**config.mk**
```make
export PLATFORM = sky130hd
export DESIGN_NAME = reuleaux_seq
export DESIGN_NICKNAME = d
export VERILOG_FILES = /design/src/rtl/reuleaux_seq.sv
export SDC_FILE = /design/constraint.sdc
export NUM_CORES = 1
export LEC_CHECK = 0
export ABC_AREA = 0
export CAP_MARGIN = 20
export CORE_MARGIN = 3
export CORE_UTILIZATION = 48
export CTS_BUF_LIST = sky130_fd_sc_hd__clkbuf_4
export DETAILED_ROUTE_END_ITERATION = 6
export DONT_BUFFER_PORTS = 1
export PLACE_DENSITY = 0.73
export SKIP_CTS_REPAIR_TIMING = 1
export SLEW_MARGIN = 20
export SYNTH_ARGS = -nofsm -noshare
export SYNTH_HDL_FRONTEND = slang
export SYNTH_SLANG_ARGS = --single-unit
```
**constraint.sdc**
```tcl
create_clock -name clk -period 6.4 [get_ports clk]
set_input_delay 0.32 -clock clk [delete_from_list [all_inputs] [get_ports clk]]
set_output_delay 0.32 -clock clk [all_outputs]
set_load 0.05 [all_outputs]
```
**src/rtl/reuleaux_seq.sv**
```systemverilog
// Reuleaux triangle sequencer: derives the three arc centres from a figure centre and
// diameter, then starts the three circle-segment engines in turn and muxes their pixels.
module reuleaux_seq #(
    parameter int K_FRAC  = 16,
    parameter int K_SQ3_6 = 18919
) (
    input  logic                 clk,
    input  logic                 rst,
    input  logic                 start,
    output logic                 done,
    input  logic [7:0]           centre_x,
    input  logic [6:0]           centre_y,
    input  logic [7:0]           diameter,
    output logic signed [9:0]    seg_cx,
    output logic signed [8:0]    seg_cy,
    output logic signed [8:0]    seg_radius,
    output logic [2:0]           seg_start,
    input  logic [2:0]           seg_done,
    input  logic [2:0][7:0]      seg_x,
    input  logic [2:0][6:0]      seg_y,
    input  logic [2:0]           seg_plot,
    output logic [7:0]           vga_x,
    output logic [6:0]           vga_y,
    output logic                 vga_plot
);

    typedef enum logic [3:0] {
        IDLE, CALC, RUN1, REL1, RUN2, REL2, RUN3, REL3, FIN
    } state_t;

    localparam logic [24:0] C_K1  = 25'(K_SQ3_6);
    localparam logic [24:0] C_K2  = 25'(2 * K_SQ3_6);
    localparam logic [24:0] C_RND = 25'(1) << (K_FRAC - 1);

    state_t      r_state;
    logic [7:0]  r_cx;
    logic [6:0]  r_cy;
    logic [7:0]  r_d;
    logic [9:0]  r_s2x;
    logic [9:0]  r_s3x;
    logic [8:0]  r_s1y;
    logic [8:0]  r_s3y;

    logic [24:0] w_p1;
    logic [24:0] w_p2;
    logic [7:0]  w_h;
    logic [7:0]  w_h2;
    logic [7:0]  w_r;
    logic [9:0]  w_cx;
    logic [8:0]  w_cy;
    logic [9:0]  w_s1x;
    logic [9:0]  w_s2x;
    logic [8:0]  w_s1y;
    logic [8:0]  w_s3y;

    // h and h2 are rounded independently, so h2 may differ from 2*h by one.
    assign w_p1  = 25'(r_d) * C_K1 + C_RND;
    assign w_p2  = 25'(r_d) * C_K2 + C_RND;
    assign w_h   = 8'(w_p1 >> K_FRAC);
    assign w_h2  = 8'(w_p2 >> K_FRAC);
    assign w_r   = {1'b0, r_d[7:1]};
    assign w_cx  = {2'b00, r_cx};
    assign w_cy  = {2'b00, r_cy};
    assign w_s1x = w_cx + {2'b00, w_r};
    assign w_s2x = w_cx - {2'b00, w_r};
    assign w_s1y = w_cy + {1'b0, w_h};
    assign w_s3y = w_cy - {1'b0, w_h2};

    always_ff @(posedge clk) begin
        if (rst) begin
            r_state    <= IDLE;
            done       <= 1'b0;
            seg_start  <= '0;
            seg_cx     <= '0;
            seg_cy     <= '0;
            seg_radius <= '0;
            r_cx       <= '0;
            r_cy       <= '0;
            r_d        <= '0;
            r_s2x      <= '0;
            r_s3x      <= '0;
            r_s1y      <= '0;
            r_s3y      <= '0;
        end else begin
            case (r_state)
                IDLE: begin
                    done      <= 1'b0;
                    seg_start <= '0;
                    if (start) begin
                        r_cx    <= centre_x;
                        r_cy    <= centre_y;
                        r_d     <= diameter;
                        r_state <= CALC;
                    end
                end
                CALC: begin
                    r_s2x      <= w_s2x;
                    r_s3x      <= w_cx;
                    r_s1y      <= w_s1y;
                    r_s3y      <= w_s3y;
                    seg_radius <= {1'b0, r_d};
                    seg_cx     <= w_s1x;
                    seg_cy     <= w_s1y;
                    seg_start  <= 3'b001;
                    r_state    <= RUN1;
                end
                RUN1: begin
                    if (seg_done[0]) begin
                        seg_start <= '0;
                        r_state   <= REL1;
                    end
                end
                REL1: begin
                    seg_cx    <= r_s2x;
                    seg_cy    <= r_s1y;
                    seg_start <= 3'b010;
                    r_state   <= RUN2;
                end
                RUN2: begin
                    if (seg_done[1]) begin
                        seg_start <= '0;
                        r_state   <= REL2;
                    end
                end
                REL2: begin
                    seg_cx    <= r_s3x;
                    seg_cy    <= r_s3y;
                    seg_start <= 3'b100;
                    r_state   <= RUN3;
                end
                RUN3: begin
                    if (seg_done[2]) begin
                        seg_start <= '0;
                        r_state   <= REL3;
                    end
                end
                REL3: begin
                    done    <= 1'b1;
                    r_state <= FIN;
                end
                FIN: begin
                    if (!start) begin
                        done    <= 1'b0;
                        r_state <= IDLE;
                    end
                end
                default: r_state <= IDLE;
            endcase
        end
    end

    // Pixel strobe is gated by state so a misbehaving idle engine never reaches the bus.
    always_comb begin
        vga_x    = '0;
        vga_y    = '0;
        vga_plot = 1'b0;
        case (r_state)
            RUN1: begin
                vga_x    = seg_x[0];
                vga_y    = seg_y[0];
                vga_plot = seg_plot[0] & ~seg_done[0];
            end
            RUN2: begin
                vga_x    = seg_x[1];
                vga_y    = seg_y[1];
                vga_plot = seg_plot[1] & ~seg_done[1];
            end
            RUN3: begin
                vga_x    = seg_x[2];
                vga_y    = seg_y[2];
                vga_plot = seg_plot[2] & ~seg_done[2];
            end
            default: ;
        endcase
    end

endmodule
```
==> results of run 1 <==
==> sequential cells by signal (all words and copies together), names as in the netlist <==
| register | flops |
|---|---|
| r_cx | 8 |
| r_s3x | 8 |
| r_s3y | 9 |
| done | 1 |
| seg_radius | 8 |
| r_s2x | 9 |
| r_d | 8 |
| seg_cy | 9 |
| seg_start | 3 |
| r_state | 4 |
| r_s1y | 8 |
| r_cy | 7 |
| seg_cx | 10 |
==> layout make-up <==
| cell class | instances | area, um2 | area share |
|---|---|---|---|
| Inverter | 99 | 372 | 0.0431 |
| Sequential cell | 92 | 1850 | 0.214 |
| Clock inverter | 7 | 91.3 | 0.0106 |
| Timing Repair Buffer | 68 | 656 | 0.0760 |
| Multi-Input combinational cell | 679 | 5330 | 0.617 |
| Tap cell | 211 | 264 | 0.0306 |
| Clock buffer | 9 | 67.6 | 0.00783 |
==> routing by layer <==
layer	vias to the layer above	track usage	routed length, um
li1	3216	-	-
met1	3167	0.277	8550
met2	164	0.343	9190
met3	24	0.0348	867
met4	0	0.0513	365
met5	-	0	0
==> report_power, final <==
part / internal, mW / leakage (nW) / switching, mW
clock: 0.156 / 0.0772 / 0.202
sequential: 0.650 / 0.753 / 0.156
combinational: 0.503 / 3.27 / 0.691
total: 1.31 / 4.10 / 1.05
==> Yosys cell counts (all sizes together) (7+ instances only) <==
master  instances
nand2         124
ha            111
inv            99
dfxtp          92
a21oi          89
nor2           67
fa             40
clkbuf         39
nor3           26
o21ai          22
xnor2          21
a211oi         20
a21o           18
xor2           16
a222oi         15
nand2b         10
a221oi          9
a22oi           9
nand3           9
nor2b           9
o21bai          8
o21a            7
==> cell families (layout without fill, tap and decap cells) <==
group | Yosys count | count (layout)
xor+xnor | 37 | 37
other cells | 1 | 1
mux | 1 | 1
simple gates | 269 | 269
compound gates | 220 | 220
flops | 92 | 92
buf+inv | 142 | 183
fa+ha+maj | 151 | 151
==> path summary, 6_finish.rpt <==
| path | from | to | cells after the start |
|---|---|---|---|
| setup / recovery | r_d[5] | r_s3y[7] | 25 |
| hold / removal | diameter[7] | r_d[7] | 2 |
| setup reg to reg | r_d[5] | r_s3y[7] | 25 |
| hold reg to reg | r_s2x[5] | r_s2x[5] | 2 |
==> key figures, run 1 <==
Status
  • Status: finished clean

Synth
  • Synth Area in XOR/XNOR: 0.0427
  • Net count after synthesis: 1141
  • Seq/Total Area, Yosys: 0.243
  • Syn Area/Cell: 8.31 um2
  • Synth Area in Adders: 0.289
  • Yosys top cell area share: 0.243
  • Async SR Flop Fraction: 0
  • Post-synthesis compound-gate area fraction: 0.198
  • Synth top area cells: dfxtp_1, ha_1, fa_1, nand2_1, a21oi_1
  • Multiplexer area fraction after synthesis: 0.00132
  • Distinct cells, synth: 56
  • Largest family of logic cells by synthesized area: adder cells
  • Number of synthesized flops with an enable pin: 0
  • Post-synthesis simple-gate area fraction: 0.155
  • Mapped Area: 7590 um2
  • Syn Inst Count: 913
  • Synth area leader: dfxtp_1
  • Yosys warns: 0
  • Synthesis-stage register bit count: 92
  • Ys flop type: dfxtp_1

Placed design
  • Placed wire-length estimate: 13900 um
  • Inst Count DP: 1100
  • Setup WS pre-CTS: 57.3 ps
  • PortBufs: 0
  • Dpl cell area: 7840 um2
  • Gpl congestion: 0.888

Clocking
  • Max clock buf depth: 2
  • CTS sink count: 92
  • Clk Latency, worst-skew pair: 470 ps
  • CTS tree: done
  • H-Tree Depth: 3
  • Clock slew at reported path FFs: 150 ps
  • CTS Buf Count: 9
  • CTS Root Cell: clkbuf_4

Floorplan
  • Die area: 17300 um2
  • IO Pins: 125
  • Core Rows: 45
  • Die Y-Extent: 132 um
  • CORE AREA: 15300 um2
  • Initial core utilization: 0.495
  • Die W: 132 um

Hold path
  • Worst min-delay path class: primary input to register

Timing
  • Final worst path period share: 0.960
  • Final WS setup: 257 ps
  • Fin Hold WS: 50.3 ps
  • Final Slew Violations: 0
  • Setup tns final: 0 ps
  • Endpoints failing hold: 0
  • Slew HR: 0.413
  • Final Setup Violations: 0
  • Final setup skew: 21.1 ps
  • Fmax: 163 MHz
  • Worst Max-Slew Pin Slew: 877 ps
  • Minimum clock period: 6140 ps

Worst setup path
  • Crit path DAT: 6560 ps
  • Startpoint types: register
  • Worst Setup Path Type: register to register
  • Bufs and invs on worst path: 4
  • Max incr delay on CP: 610 ps
  • Slowest stage cell, crit path: fa_2
  • CP delay by family, top: adder cells
  • Critical path capture point type: register
  • Critical path's most frequent cell: a21o_1
  • R2R Setup Slk: 260 ps
  • Worst EP required: 6820 ps
  • CP Max Fanout: 4

Pwr
  • Leak: 4.10 nW
  • VDD IR max: 0.000173 V
  • Power, Total: 2.36 mW
  • Pwr per Cell Area: 273 nW/um2

Detailed routing
  • First-pass iteration count of the detailed router: 6
  • Final WL: 19000 um
  • Vias: 6571
  • Vias per inst: 5.64
  • Final ANT Viol Nets: 0
  • First DRT Iteration DRCs: 390
  • DRC: 0
  • Wire per inst: 16.3 um

Cells and area
  • Count of non-filler cells in the finished layout: 1165
  • Most common cell after layout, fill and taps aside: nand2_1
  • N_diodes: 0
  • Share of layout cells above drive strength 1: 0.0786
  • Fill cells: 1410
  • Most frequent cells in the layout: nand2_1, ha_1, inv_1
  • Final core occ: 0.563
  • Final net count: 1177
  • Finished layout cell area: 8620 um2
  • Area growth from synthesis to layout: 13.7%

Global route
  • Antenna violations before repair: 0
  • First-pass GRT wire length: 29800 um
  • Congestion Overflow GR: 0
  • Vias in the first global route: 6097
  • Tot GR Track Use: 0.205
  • Largest net degree at the start of global routing: 95

Run
  • Maxcap violations: 0
Power figures use the tool's default switching activity.
==> run 2, diff against run 1 <==
clock period = 5.4 ns   (was 6.4 ns; I/O delays follow)
==> run 2 against run 1 <==
  * Highest routed layer is now met5
  * Maximum frequency increased by 1.1%
  * Critical endpoint unchanged
  * Wire length increased by 6.2%
  * The run now ends with setup timing left
  * Sequential cell count unchanged
  * Die area unchanged
==> key figures, run 2 (synthesis results as in run 1) <==
Floorplan
  • CORE AREA: 15300 um2 (unchanged)
  • Die area: 17300 um2 (unchanged)
  • Die Y-Extent: 132 um (unchanged)
  • Die W: 132 um (unchanged)
  • IO Pins: 125 (unchanged)
  • Initial core utilization: 0.495 (unchanged)
  • Core Rows: 45 (unchanged)

Status
  • Failing checks: setup timing
  • Status: finished, violations left

Timing
  • Final worst path period share: 1.13 (+0.166)
  • Final Slew Violations: 0 (unchanged)
  • Minimum clock period: 6080 ps (-64.0 ps)
  • Final setup skew: 19.1 ps (-1.96 ps)
  • Slew HR: 0.408 (-0.00502)
  • Fmax: 164 MHz (+1.1%)
  • Final WS setup: -679 ps (-936 ps)
  • Final Setup Violations: 17 (+17)
  • Fin Hold WS: 95.1 ps (+44.8 ps)
  • RSZ-0062 raised after global routing: true
  • Endpoints failing hold: 0 (unchanged)
  • Worst Max-Slew Pin Slew: 884 ps (+7.50 ps)

Worst setup path
  • Crit path DAT: 6490 ps (-70 ps)
  • Critical path's most frequent cell: a21o_1
  • Max incr delay on CP: 600 ps (about the same)
  • Worst Reg-to-Reg Cells: 25 (unchanged)
  • R2R Setup Slk: -680 ps (-940 ps)
  • Bufs and invs on worst path: 2 (-2)
  • Instance count on the critical path: 25 (unchanged)
  • Slowest stage cell, crit path: fa_2
  • Worst EP required: 5820 ps (-1000 ps)
  • CP Max Fanout: 4 (unchanged)
  • Startpoint types: register
  • CP delay by family, top: adder cells
  • Critical path capture point type: register
  • Worst Setup Path Type: register to register

Clocking
  • Max clock buf depth: 2 (unchanged)
  • Clk Latency, worst-skew pair: 460 ps (about the same)
  • CTS Root Cell: clkbuf_4
  • H-Tree Depth: 3 (unchanged)
  • CTS Buf Count: 9 (unchanged)
  • CTS tree: done
  • CTS sink count: 92 (unchanged)
  • Clock slew at reported path FFs: 160 ps (about the same)

Detailed routing
  • Vias: 6901 (+5.0%)
  • First DRT Iteration DRCs: 421 (+7.9%)
  • Final WL: 20100 um (+6.2%)
  • Final ANT Viol Nets: 0 (unchanged)
  • Vias per inst: 5.44 (-3.5%)
  • Wire per inst: 15.9 um (-2.5%)
  • First-pass iteration count of the detailed router: 7 (+1)
  • DRC: 0 (unchanged)

Global route
  • First-pass GRT wire length: 30400 um (+1.9%)
  • Met1 Usage GRT: 0.289 (+0.0116)
  • GR peak layer: met2
  • Largest net degree at the start of global routing: 95 (unchanged)
  • Antenna violations before repair: 1 (+1)
  • Vias in the first global route: 6293 (+3.2%)
  • Grt met2 use: 0.339 (-0.00372)
  • Tot GR Track Use: 0.207 (+0.00224)
  • Congestion Overflow GR: 0 (unchanged)
  • GRT met3 Usage: 0.0299 (-0.00498)

Cells and area
  • N_diodes: 0 (unchanged)
  • Share of layout cells above drive strength 1: 0.215 (+0.136)
  • Final net count: 1280 (+8.8%)
  • Most common cell after layout, fill and taps aside: nand2_1
  • Largest register FFs: 10 (unchanged)
  • Finished layout cell area: 9730 um2 (+13%)
  • Most frequent cells in the layout: nand2_1, buf_4, ha_1
  • Largest register by flop count: seg_cx
  • Area growth from synthesis to layout: 28.3%

Hold path
  • Worst min-delay path class: primary input to register
  • Worst hold path cell count: 2 (unchanged)

Placed design
  • Gpl congestion: 0.881 (-0.77%)
  • PortBufs: 0 (unchanged)
  • Placed wire-length estimate: 14200 um (+2.2%)
  • Dpl cell area: 8590 um2 (+9.5%)

Pwr
  • Sequential power share: 0.298 (-0.044)
  • Clock power share: 0.125 (-0.027)
  • Pwr per Cell Area: 330 nW/um2 (+21%)
  • Leak: 4.76 nW (+16%)
  • Sw Pwr: 1.39 mW (+33%)
  • VDD IR max: 0.000154 V (-11%)
  • Switching Fraction: 0.433 (-0.0118)
  • Comb power frac: 0.577 (+0.071)
  • Pint: 1.82 mW (+39%)

Run
  • Maxcap violations: 0 (unchanged)
[run 2: through the flow]
stage	TNS (ps)	setup slack, ps	cells	utilization	total power [mW]
floorplan	-275	-275	913	-	2.00
global placement	-2650	-454	1185	0.561	2.47
detailed placement	-3900	-549	1185	0.561	2.50
CTS	-4840	-602	1201	0.570	2.91
global route	-8780	-866	1268	0.636	3.46
finish	-4840	-679	1268	0.636	3.21
[run 2: path summary, 6_finish.rpt]
check             startpoint        to
setup reg to reg      r_d[2]  r_s3y[7]
setup / recovery      r_d[2]  r_s3y[7]
hold / removal           rst  r_s1y[4]
hold reg to reg     r_s2x[6]  r_s2x[6]
[run 2: metal layers]
| layer | part of all wire | routed length, um |
|---|---|---|
| met1 | 0.46 | 9230 |
| met2 | 0.49 | 9790 |
| met3 | 0.042 | 841 |
| met4 | 0.014 | 272 |
| met5 | 0.00065 | 13 |
[run 2: layout make-up]
class	count	area (um2)
Multi-Input combinational cell	679	5640
Fill cell	1227	5580
Sequential cell	92	1850
Timing Repair Buffer	171	1460
Inverter	99	372
Tap cell	211	264
Clock buffer	10	75.1
Clock inverter	6	70.1
[run 2: power groups by stage]
| stage | Clock (mW) | Sequential (mW) | Combinational, mW |
|---|---|---|---|
| 4_1_cts | 0.409 | 0.955 | 1.54 |
| 3_3_place_gp | 0 | 0.969 | 1.51 |
| 2_1_floorplan | 0 | 0.950 | 1.05 |
| 3_5_place_dp | 0 | 0.970 | 1.53 |
| 5_1_grt | 0.435 | 0.968 | 2.06 |
| 6_report | 0.401 | 0.956 | 1.86 |
